## src/rtl/mux_4_1_arbiter.sv

```systemverilog
`default_nettype none
// ============================================================================
// Module      : mux_4_1_arbiter
// Description : Four-requester round-robin arbiter driving a shared 4:1 mux.
//               A request seen in IDLE is granted on the next edge. The data
//               bit of the granted requester is registered onto y. Every
//               release goes through one IDLE cycle before the next grant.
// Options     : MUX_ARB_TIMEOUT_EN - when defined, a grant is forcibly
//               released after MAX_HOLD consecutive grant cycles.
// Revision    : 1.0 - initial release
// ============================================================================
module mux_4_1_arbiter #(
  parameter int MAX_HOLD = 8
) (
  input  logic       clk,
  input  logic       rst,
  input  logic [3:0] req,
  input  logic [3:0] in,
  output logic [3:0] gnt,
  output logic [1:0] sel,
  output logic       y,
  output logic       valid
);

  typedef enum logic {
    IDLE  = 1'b0,
    GRANT = 1'b1
  } state_t;

  // Saturation point of the hold counter so it never wraps inside one grant.
  localparam logic [7:0] HOLD_SAT = 8'hFF;

  // Reject out-of-range hold limits at elaboration time.
  if (MAX_HOLD < 1 || MAX_HOLD > 255) begin : g_max_hold_check
    $error("mux_4_1_arbiter: MAX_HOLD must lie in 1..255");
  end

  state_t     state_q, state_d;
  logic [1:0] ptr_q,   ptr_d;
  logic [1:0] sel_q,   sel_d;
  logic [7:0] hold_q,  hold_d;
  logic       y_q,     y_d;
  logic       valid_q, valid_d;

  logic       arb_hit;
  logic [1:0] arb_idx;
  logic       release_req;
  logic       timeout;

  // Round-robin search: the first set request at ptr, ptr+1, ptr+2, ptr+3.
  // The loop runs from the farthest offset down so the nearest one wins.
  always_comb begin
    arb_hit = 1'b0;
    arb_idx = ptr_q;
    for (int i = 3; i >= 0; i--) begin
      if (req[ptr_q + 2'(i)]) begin
        arb_hit = 1'b1;
        arb_idx = ptr_q + 2'(i);
      end
    end
  end

  // Release conditions for the current grant: requester drops its line, or
  // the optional hold limit is reached. Both lead to the same next state.
  always_comb begin
    release_req = ~req[sel_q];
`ifdef MUX_ARB_TIMEOUT_EN
    // hold_q counts grant cycles already completed before this edge, so the
    // edge closing the MAX_HOLD-th grant cycle sees MAX_HOLD-1.
    timeout = (hold_q == 8'(MAX_HOLD - 1));
`else
    timeout = 1'b0;
`endif
  end

  // Next-state logic for the arbiter FSM, pointer, hold counter and datapath.
  always_comb begin
    state_d = state_q;
    ptr_d   = ptr_q;
    sel_d   = sel_q;
    hold_d  = hold_q;
    y_d     = y_q;
    valid_d = 1'b0;

    case (state_q)
      IDLE: begin
        // y keeps its last value and valid drops while nobody is granted.
        if (arb_hit) begin
          state_d = GRANT;
          sel_d   = arb_idx;
          hold_d  = 8'd0;
        end
      end

      GRANT: begin
        y_d     = in[sel_q];
        valid_d = 1'b1;
        if (hold_q != HOLD_SAT) begin
          hold_d = hold_q + 8'd1;
        end
        // Requests on the other lines are ignored here; only the granted
        // line (or the hold limit) can end the grant.
        if (release_req || timeout) begin
          state_d = IDLE;
          ptr_d   = sel_q + 2'd1;
        end
      end

      default: begin
        state_d = IDLE;
      end
    endcase
  end

  // State registers; reset clears everything immediately, without a clock.
  always_ff @(posedge clk or posedge rst) begin
    if (rst) begin
      state_q <= IDLE;
      ptr_q   <= 2'd0;
      sel_q   <= 2'd0;
      hold_q  <= 8'd0;
      y_q     <= 1'b0;
      valid_q <= 1'b0;
    end else begin
      state_q <= state_d;
      ptr_q   <= ptr_d;
      sel_q   <= sel_d;
      hold_q  <= hold_d;
      y_q     <= y_d;
      valid_q <= valid_d;
    end
  end

  // Grant is decoded from registered state, so it is one-hot by construction
  // and falls as soon as reset forces the state back to IDLE.
  always_comb begin
    gnt = 4'b0000;
    if (state_q == GRANT) begin
      gnt = 4'b0001 << sel_q;
    end
  end

  assign sel   = sel_q;
  assign y     = y_q;
  assign valid = valid_q;

endmodule
`default_nettype wire

```

## config.mk

```make
export PLATFORM = sky130hd
export DESIGN_NAME = mux_4_1_arbiter
export DESIGN_NICKNAME = d
export VERILOG_FILES = /design/src/rtl/mux_4_1_arbiter.sv
export SDC_FILE = /design/constraint.sdc
export NUM_CORES = 1
export LEC_CHECK = 0
export CAP_MARGIN = 15
export CORE_AREA = 2 2 39 41
export DETAILED_ROUTE_END_ITERATION = 8
export DIE_AREA = 0 0 41 43
export GPL_ROUTABILITY_DRIVEN = 0
export GPL_TIMING_DRIVEN = 0
export PLACE_DENSITY = 0.7
export SYNTH_ARGS = -nofsm -noshare
export SYNTH_HDL_FRONTEND = slang
export SYNTH_SLANG_ARGS = --single-unit
export TNS_END_PERCENT = 20
```

## constraint.sdc

```tcl
create_clock -name clk -period 2.25 [get_ports clk]
set_input_delay 0.3375 -clock clk [delete_from_list [all_inputs] [get_ports clk]]
set_output_delay 0.3375 -clock clk [all_outputs]
set_load 0.03 [all_outputs]
```

* Word level (Yosys, flattened, before mapping)
Cells that the tools add are included.
Operators by class: mux-type cells 25, bitwise logic cells 2, shift-type cells 1, reduce and logical (&&, ||, !) cells 2, $lt $le $gt $ge 5, add/subtract/negate cells 4
Operator list (number):
- < comparator 2 x 3 -> 1 bit, second input constant | 5
- two-way mux 1 bit | 13
- binary-select mux 1 bit (select 2 bit) | 6
- two-way mux 2 bit | 4
- adder 2 x 1 -> 2 bit, second input constant | 2
- adder 2 bit, second input constant | 2
- two-way mux 4 bit | 1
- AND reduction 2 bit | 2
- left shift 1 x 2 -> 4 bit, first input constant | 1
- inverter 1 bit | 2
- case mux 1 bit (2 select lines) | 1
Word-level totals: output and inout bits 8, word-level logic and storage cells 44, input bits 10, flip-flop bits (word level) 7

* Depth between registers and ports, before layout
word-level depth 9, depth in mapped cells 4, depth with buffers taken out 3

* Worst setup path after synthesis
Ideal clock, no wire load.
kind register -> output, from register sel_q[0], in the netlist sel[0], to output gnt[0], path slack 0.698 ns, cell stages (with the launch flop) 4, data arrival time 1.215 ns, required time 1.913 ns, path buffers 0, cells stage by stage dfrtp_1 -> inv_1 -> ha_1 -> and2_1
Between the ends: word-level cells in the longest chain between the ends 2
RTL lines:
- start, declared | line 40 | logic [1:0] sel_q, sel_d;
- start signal, assigned | line 127 | sel_q <= sel_d;
- left shift 1 x 2 -> 4 bit | line 139 | gnt = 4'b0001 << sel_q;
- two-way mux 4 bit | line 138 | if (state_q == GRANT) begin
- end, declared | line 19 | output logic [3:0] gnt,
No other way between the ends.

* Worst setup path after layout
from register sel_q[1], in the netlist sel[1], to output gnt[0]
The elaborated chain is that of the path after synthesis.

==> impl_metrics.py <==
metrics = {
    "drt": {
        "drt-initial-drc-count": 4,
        "post-route-drc-count": 0,
        "detailroute.via_count": 440,
        "detailedRoute.firstPassIterationCount": 2,
        "detail_route.wl_per_cell_microns": 11.4,
        "drt-total-wl_microns": 996,
        "antenna_violating_nets_post_route": 0,
        "post_drt_via_cell_ratio": 5.06,
    },
    "setup_path": {
        "crit_path_start_kind": "register",
        "critical_path_required_ns": 1.91,
        "r2r-start": "sel[1]",
        "r2r.worst_path.cells": 3,
        "setup.reg_to_reg.worst_slack_ns": 0.77,
        "cp-end-kind": "primary output",
        "timing.rr.end": "ptr_q[1]",
        "timing.critical_path.fanout_max": 8,
        "timing.critical_path.arrival_ns": 1.82,
        "crit_type": "reg2out",
    },
    "power_and_ir_drop": {
        "power.combinational.fraction_pct": 58.2,
        "power_frac_clock_pct": 11.3,
        "p_per_area_nw_per_um2": 1350,
        "power_switching_uw": 424,
        "internal_power_uw": 558,
        "power.static_leakage_nw": 0.313,
        "p_total_uw": 982,
        "ir_drop_mv": 0.398,
        "power.sequential.fraction_pct": 30.5,
        "power_switching_share_pct": 43.2,
    },
    "synthesis": {
        "synth_sequential_area_ratio_pct": 34.1,
        "distinct_cell_type_count_after_synthesis": 25,
        "syn_nets": 65,
        "area_leader_netlist": "dfrtp_1",
        "synth_top_area_share_pct": 34.1,
        "syn-mean-instance-area_sq_um": 10.1,
        "synthCells": 51,
        "synthTopCellsByArea": "dfrtp_1 (34%), ha_1 (9.7%), and2_1 (6.1%)",
        "synth_area_sq_um": 514,
        "synth-warning-count": 0,
        "yosys_register_bits": 7,
    },
    "timing": {
        "timing.final.hold_violations": 0,
        "slew_viol_final": 0,
        "final.hold.worst_slack_ns": 0.311,
        "final.min_clock_period_ns": 2.15,
        "rsz_0062_raised_after_global_routing": "false",
        "setup_viol": 0,
        "timing.max_slew.rel_slack_pct": 68.7,
        "fin_tns_setup_ns": 0,
        "skew_ns": 0.00315,
        "worst-slew-pin-transition_ns": 0.458,
        "peak_freq_mhz": 464,
        "layout_worst_path_cycle_share_pct": 95.7,
    },
    "cts": {
        "post_cts.resized_instances": 0,
        "htree_depth": 1,
        "cts-root-to-sink-buffers": 2,
        "cts.hold.buffers_added": 0,
        "post-cts-setup-buffers": 0,
        "worst_setup_hold_path_clk_slew_ns": 0.05,
        "cts_tree": "built",
        "clock-sinks": 7,
        "clock_insertion_delay_worst_skew_ns": 0.25,
        "clock_tree.root_cell": "clkbuf_4",
        "cts-buffers-inserted": 3,
    },
    "global_route": {
        "number_of_global_route_vias_before_repair": 389,
        "global_route_wire_length_before_repair_microns": 1600,
        "antenna_found_initial": 0,
        "grt_overflow": 0,
        "grt_use_total_pct": 13.2,
        "grt_start_max_net_pins": 11,
    },
    "finish": {
        "instances_no_fill": 87,
        "syn2layout_area_growth_pct": 41.6,
        "nets_final": 86,
        "antenna_cells_inserted": 0,
        "mostFrequentLayoutCells": "clkdlybuf4s50_1 (17), dfrtp_1 (6), inv_1 (5), and2_1 (5), ha_1 (4)",
        "final_layout_size_suffix_gt1_share_pct": 14.1,
        "final_common_cell": "clkdlybuf4s50_1",
    },
    "place": {
        "placed_cells": 84,
        "portBuffers": 17,
        "dpl.hpwl_microns": 785,
    },
    "floorplanning": {
        "starting_density_of_the_core_pct": 37.2,
        "die_area_sq_um": 1760,
        "die_w_microns": 41,
        "chipHeight_microns": 43,
        "io_pins": 18,
        "core_sq_um": 1380,
        "rows": 14,
    },
    "outcome": {
        "outcome": "finished clean",
    },
    "min_path": {
        "hold_path.class": "in2async",
    },
    "job": {
        "max_cap_viols": 0,
    },
}
cells in the mapped netlist:
| master | count |
|---|---|
| nand2_1 | 1 |
| nor3_1 | 1 |
| a2bb2oi_1 | 2 |
| mux2i_1 | 2 |
| o31ai_1 | 2 |
| inv_1 | 5 |
| a2bb2oi_2 | 1 |
| nor4_1 | 1 |
| nand2b_1 | 1 |
| a21oi_1 | 2 |
| nor2b_1 | 1 |
| o21ai_0 | 3 |
| mux2_4 | 2 |
| or2_1 | 1 |
| a22o_1 | 1 |
| dfrtp_1 | 7 |
| ha_1 | 4 |
| and2b_2 | 1 |
| mux2_2 | 1 |
| nor2_1 | 3 |
| clkbuf_1 | 1 |
| and2_1 | 5 |
| a2111oi_0 | 1 |
| mux4_2 | 1 |
| nor3b_1 | 1 |
routing by layer:
metal	vias up	track usage (%)	wire (microns)
met5	-	0	0
met4	0	8.00	0
met3	0	1.57	55
met2	12	20.0	493
met1	206	17.1	447
li1	222	-	-
cell type report:
| class | instances | area, sq um |
|---|---|---|
| Clock buffer | 4 | 26.3 |
| Fill cell | 123 | 656 |
| Inverter | 5 | 18.8 |
| Multi-Input combinational cell | 38 | 317 |
| Sequential cell | 7 | 176 |
| Tap cell | 16 | 20.0 |
| Timing Repair Buffer | 17 | 170 |
stage by stage:
stage	util, %	worst slack [ns]	cell area [sq um]
2_1_floorplan	-	0.698	514
3_3_place_gp	50.9	0.321	704
3_5_place_dp	50.9	0.313	704
4_1_cts	52.8	0.0354	731
5_1_grt	52.6	0.00456	728
6_report	52.6	0.0959	728
worst max-delay path by stage:
stage | startpoint | endpoint | slack, ns
6_report | sel[1] | gnt[0] | 0.1
3_5_place_dp | sel[0] | gnt[0] | 0.31
4_1_cts | sel[0] | gnt[0] | 0.04
5_1_grt | sel[1] | gnt[1] | 0.005
2_1_floorplan | sel[0] | gnt[0] | 0.70
3_3_place_gp | sel[0] | gnt[2] | 0.32
power by group through the flow:
stage                     clock network, mW  registers (mW)  logic, mW
after floorplan                           0           0.328      0.342
after global placement                    0           0.281      0.594
after detailed placement                  0           0.280      0.605
after CTS                             0.118           0.279      0.604
after global routing                  0.124           0.317      0.618
final                                 0.111           0.300      0.571
critical path, cell delays in order, from the launching register on:
cell	delay (ns)
dfrtp_1	0.53
inv_1	0.12
ha_1	0.19
and2_1	0.15
clkdlybuf4s50_1	0.58
kinds of logic (layout without fill, tap and decap cells):
| logic type | Yosys count | after routing | synth area share, % |
|---|---|---|---|
| simple gates | 16 | 16 | 18.0 |
| flops | 7 | 7 | 34.1 |
| mux | 6 | 6 | 16.3 |
| fa+ha+maj | 4 | 4 | 9.73 |
| compound gates | 12 | 12 | 17.5 |
| buf+inv | 6 | 26 | 4.38 |
sequential cells by signal (all words and copies together) (netlist names):
name / cells
ptr_q: 2
sel: 2
state_q: 1
valid: 1
y: 1
No activity file was read; power rests on OpenSTA's default activity.
